[src/rtl/wb_commit_unit.sv]
// Write-back/commit stage: one-hot result select, a single commit register feeding the
// regfile write port, a retired-instruction counter and a sticky select-error flag.
module wb_commit_unit #(
    parameter int unsigned XLEN   = 64,
    parameter int unsigned NSRC   = 4,
    parameter int unsigned PC_SRC = 1,
    parameter int unsigned ADDR_W = 5,
    parameter int unsigned PC_INC = 4
) (
    input  logic                   clk,
    input  logic                   rst,
    input  logic                   in_valid,
    output logic                   in_ready,
    input  logic                   in_wen,
    input  logic [ADDR_W-1:0]      in_rd,
    input  logic [NSRC-1:0]        in_sel,
    input  logic [NSRC*XLEN-1:0]   in_data,
    input  logic                   stall,
    output logic                   rf_wen,
    output logic [ADDR_W-1:0]      rf_waddr,
    output logic [XLEN-1:0]        rf_wdata,
    output logic [63:0]            instret,
    output logic                   sel_err
);

    typedef enum logic {
        EMPTY = 1'b0,
        HELD  = 1'b1
    } state_e;

    state_e              state_q, state_d;
    logic                wr_q, wr_d;
    logic [ADDR_W-1:0]   waddr_q, waddr_d;
    logic [XLEN-1:0]     wdata_q, wdata_d;
    logic [63:0]         instret_q, instret_d;
    logic                sel_err_q, sel_err_d;

    logic [XLEN-1:0]     mux_data;
    logic [XLEN-1:0]     src;
    logic                sel_onehot;
    logic                accept;
    logic                retire;

    // AND-OR result mux; the PC slot carries the link value pc+PC_INC
    always_comb begin
        mux_data = '0;
        src      = '0;
        for (int unsigned k = 0; k < NSRC; k++) begin
            src = in_data[k*XLEN +: XLEN];
            if (k == PC_SRC) begin
                src = src + XLEN'(PC_INC);
            end
            mux_data = mux_data | ({XLEN{in_sel[k]}} & src);
        end
    end

    assign sel_onehot = (in_sel != '0) && ((in_sel & (in_sel - NSRC'(1))) == '0);

    // Next-state, handshake and commit-entry update
    always_comb begin
        state_d   = state_q;
        wr_d      = wr_q;
        waddr_d   = waddr_q;
        wdata_d   = wdata_q;
        instret_d = instret_q;
        sel_err_d = sel_err_q;

        in_ready = (state_q == EMPTY) || !stall;
        accept   = in_valid && in_ready;
        retire   = (state_q == HELD) && !stall;
        rf_wen   = (state_q == HELD) && wr_q && !stall;

        case (state_q)
            EMPTY: if (accept) state_d = HELD;
            HELD:  if (!stall) state_d = accept ? HELD : EMPTY;
            default: state_d = EMPTY;
        endcase

        if (accept) begin
            wr_d    = in_wen && (in_rd != '0) && sel_onehot;
            waddr_d = in_rd;
            wdata_d = mux_data;
            if (in_wen && !sel_onehot) begin
                sel_err_d = 1'b1;
            end
        end

        if (retire) begin
            instret_d = instret_q + 64'd1;
        end
    end

    always_ff @(posedge clk) begin
        if (rst) begin
            state_q   <= EMPTY;
            wr_q      <= 1'b0;
            waddr_q   <= '0;
            wdata_q   <= '0;
            instret_q <= '0;
            sel_err_q <= 1'b0;
        end else begin
            state_q   <= state_d;
            wr_q      <= wr_d;
            waddr_q   <= waddr_d;
            wdata_q   <= wdata_d;
            instret_q <= instret_d;
            sel_err_q <= sel_err_d;
        end
    end

    assign rf_waddr = waddr_q;
    assign rf_wdata = wdata_q;
    assign instret  = instret_q;
    assign sel_err  = sel_err_q;

endmodule
[config.mk]
export PLATFORM = sky130hd
export DESIGN_NAME = wb_commit_unit
export DESIGN_NICKNAME = d
export VERILOG_FILES = /design/src/rtl/wb_commit_unit.sv
export SDC_FILE = /design/constraint.sdc
export NUM_CORES = 1
export LEC_CHECK = 0
export ABC_AREA = 0
export BUFFER_PORTS_ARGS = -buffer_cell sky130_fd_sc_hd__buf_2
export CAP_MARGIN = 10
export CELL_PAD_IN_SITES_DETAIL_PLACEMENT = 0
export CELL_PAD_IN_SITES_GLOBAL_PLACEMENT = 1
export CORE_MARGIN = 2
export CORE_UTILIZATION = 29
export CTS_CLUSTER_DIAMETER = 100
export DETAILED_ROUTE_END_ITERATION = 10
export GPL_TIMING_DRIVEN = 1
export HOLD_SLACK_MARGIN = 0.05
export PLACE_DENSITY_LB_ADDON = 0.25
export SYNTH_ARGS = -nofsm -noshare
export SYNTH_HDL_FRONTEND = slang
export SYNTH_SLANG_ARGS = --single-unit
[constraint.sdc]
create_clock -name clk -period 2.12 [get_ports clk]
set_clock_uncertainty 0.15 [all_clocks]
set_input_delay 0.212 -clock clk [delete_from_list [all_inputs] [get_ports clk]]
set_output_delay 0.212 -clock clk [all_outputs]
set_load 0.01 [all_outputs]
==> impl_metrics.json <==
{
  "outcome": "finished clean",
  "holdPathStages": 3,
  "finalHoldViolCount": 0,
  "setup_violations": 0,
  "htreeDepth": 4,
  "die_w_um": 168,
  "drtAntennaViolNets": 0,
  "min_period_ns": 2.05,
  "drive_gt1_share_pct": 41.3,
  "max_cap_violations": 0,
  "crit_path_end_kind": "flip-flop",
  "grt_max_degree": 63,
  "synth_area_um2": 7830,
  "ys.flop_type": "dfxtp_1",
  "ys_ff_latch": 136,
  "p_leak_nw": 5.61,
  "initial_core_util_pct": 29.3,
  "clock-sinks": 136,
  "rows": 60,
  "yosys_warnings": 0,
  "clk_pin_slew_ns": 0.07,
  "finalInstanceArea_um2": 12500,
  "place_congestion": 0.919,
  "holdPathEnd": "rf_wdata[12]",
  "wirelength_mm": 34.7,
  "setup.worst_path.class": "reg -> reg",
  "first_pass_iters": 9,
  "final_max_slew_viol_count": 0,
  "num_io_pins": 406,
  "synth_edf_count": 0,
  "remaining_drc_errors": 0,
  "portBuffers": 405,
  "syn_inst": 971,
  "worstMarginPinSlew_ns": 0.608,
  "r2r-end": "rf_wdata[1]",
  "avgSynthCellArea_um2": 8.07,
  "grt_antenna_before_repair": 5,
  "root_buffer": "clkbuf_16",
  "cp_cell_sequence": "nand2_1, nand2_4, a221o_1, a221oi_1, dlygate4sd3_1, nor3_1",
  "die_h_um": 168,
  "r2r-start": "state_q",
  "cpMaxStageDelayCell": "dlygate4sd3_1",
  "clockBufferDepth": 2,
  "synthTopCellsByArea": "dfxtp_1, a222oi_1, xor2_1",
  "cp_max_fo": 8,
  "synth_nets": 1243,
  "die-area_um2": 28300,
  "overflow": 0,
  "reg2reg_depth": 6,
  "fmax_ghz": 0.489,
  "synth_seq_area_share_pct": 34.8,
  "cp-start-kind": "flip-flop",
  "hpwlAfterDp_mm": 27.0,
  "cts_made_buffers": 17,
  "reg2reg_slack_ns": 0.07,
  "place_area_um2": 11200,
  "p_per_area_nw_per_um2": 576,
  "clk-insertion-delay-late_ns": 0.42,
  "setup_tns_ns": 0,
  "relSlewSlack_pct": 59.4,
  "grt_usage_pct": 23.6,
  "async_flop_share_pct": 0,
  "grt_pass1_wl_mm": 52.3,
  "synth_top_cell_by_area": "dfxtp_1",
  "cp.arrival_ns": 2.19,
  "final.period_utilization_pct": 96.5,
  "nets": 1801,
  "rsz0062_at_grt": "yes",
  "crit_path_start": "state_q",
  "cp.required_ns": 2.26,
  "first_global_vias": 9448,
  "vias_per_cell": 5.23,
  "syn2layout_area_growth_pct": 59.8,
  "slowest_delay_ns": 0.59,
  "tritoncts": "yes",
  "routedWlPerCell_um": 18.4,
  "drtIter0Drc": 777,
  "core_area_um2": 26700,
  "peakVddDrop_uv": 461,
  "worstHoldPathType": "in -> reg",
  "vias": 9854,
  "hold_path_startpoint": "in_data[204]",
  "yosysTopAreaCellShare_pct": 34.8,
  "synth_cell_types": 51
}
## timing repair
| item | 4_1_cts | 5_1_grt |
|---|---|---|
| setup buffers | 0 | 5 |
| pin swaps | 1 | 14 |
| gates cloned | 0 | 0 |
| endpoints found under the hold margin | 43 | 0 |
| endpoints found under the setup margin | 6 | 42 |
| resized for setup | 9 | 36 |
| hold buffers | 56 | 0 |
## worst max-delay path, delay by kind of cell, from the launching register on
| family | cells | cell delay [ns] |
|---|---|---|
| AO/OA/AOI/OAI | 2 | 0.49 |
| buffers and inverters | 1 | 0.59 |
| flip-flops | 1 | 0.35 |
| AND/OR/NAND/NOR | 3 | 0.33 |
## logic make-up after synthesis
group,share of synthesized area [%]
buf+inv,4.55
fa+ha+maj,0.319
flops,34.8
xor+xnor,11.9
mux,0.527
simple gates,28.4
compound gates,19.6
## synth_stat cells (all sizes together) (9+ instances only)
cell type	instances
dfxtp	136
nor2	134
nand2	86
xor2	65
a222oi	60
clkbuf	50
nand4	48
nand3	43
xnor2	41
a21oi	40
nor3	31
a311oi	25
buf	24
and3	22
nor4	20
o21ai	18
o22ai	18
and4	16
or3	11
and2	10
inv	9
## per-stage QoR
step	setup WS [ns]	cells	hold WS (ns)	power [mW]	utilization, %
after floorplan	-0.0752	971	0.179	3.36	-
after global placement	-0.109	1790	0.290	4.09	41.8
after detailed placement	-0.125	1790	0.297	4.10	41.8
after CTS	0.00842	1877	0.0502	7.27	46.2
after global routing	-0.0742	1882	0.0665	7.50	46.8
final	0.0735	1884	0.0707	7.20	46.8
## worst max path at each step
| stage | to | depth (start not counted) |
|---|---|---|
| after CTS | instret[45] | 7 |
| after detailed placement | rf_wdata[56] | 11 |
| final | rf_wdata[1] | 6 |
| after floorplan | instret[42] | 9 |
| after global routing | instret[45] | 7 |
| after global placement | rf_wdata[30] | 10 |
## per-layer routing
layer | GRT usage [%] | vias up | share of wire [%]
met1 | 30.2 | 4669 | 44
met3 | 4.98 | 41 | 5.9
li1 | - | 4784 | -
met5 | 0 | - | 0.060
met4 | 7.53 | 4 | 2.1
met2 | 39.6 | 356 | 47
## cells in the final DEF (no fill, tap or decap), types with 4 or more instances in the layout
| cell type | n |
|---|---|
| buf_2 | 404 |
| buf_4 | 142 |
| nor2_1 | 133 |
| dfxtp_1 | 124 |
| nand2_1 | 84 |
| xor2_1 | 65 |
| a222oi_1 | 60 |
| dlygate4sd3_1 | 56 |
| nand4_1 | 47 |
| xnor2_1 | 41 |
| nand3_1 | 40 |
| a21oi_1 | 39 |
| nor3_1 | 27 |
| a311oi_1 | 25 |
| and3_1 | 18 |
| o22ai_1 | 18 |
| o21ai_0 | 17 |
| clkbuf_16 | 17 |
| nor4_1 | 14 |
| and4_1 | 12 |
| dfxtp_2 | 10 |
| and2_1 | 9 |
| inv_1 | 9 |
| o21a_1 | 7 |
| or3_1 | 7 |
| buf_12 | 7 |
| nor4_2 | 6 |
| a211o_1 | 6 |
| o31ai_1 | 6 |
| nand2b_1 | 5 |
| or4_1 | 5 |
| a31oi_1 | 5 |
| inv_6 | 5 |
| a221o_1 | 4 |
| and4_4 | 4 |
| nand4b_1 | 4 |
| clkinv_4 | 4 |
## sequential cells by signal, indices dropped and copies added, names as in the netlist
signal,flops
rf_wdata,64
sel_err,1
rf_waddr,5
wr_q,1
state_q,1
instret,64
## final cells by class
cell class / count / area (um^2)
clock inverter: 14 / 163
multi-input combinational: 751 / 4870
fill: 2718 / 14200
sequential: 136 / 2740
inverter: 9 / 33.8
clock buffer: 17 / 425
antenna: 2 / 5.00
timing repair buffer: 614 / 3850
tap: 341 / 427
## power by group
part | internal [mW] | leakage (nW) | switching, mW
registers | 2.68 | 1.12 | 0.0672
logic | 0.657 | 4.20 | 0.738
clock network | 1.76 | 0.287 | 1.31
No activity file was read; power rests on OpenSTA's default activity.
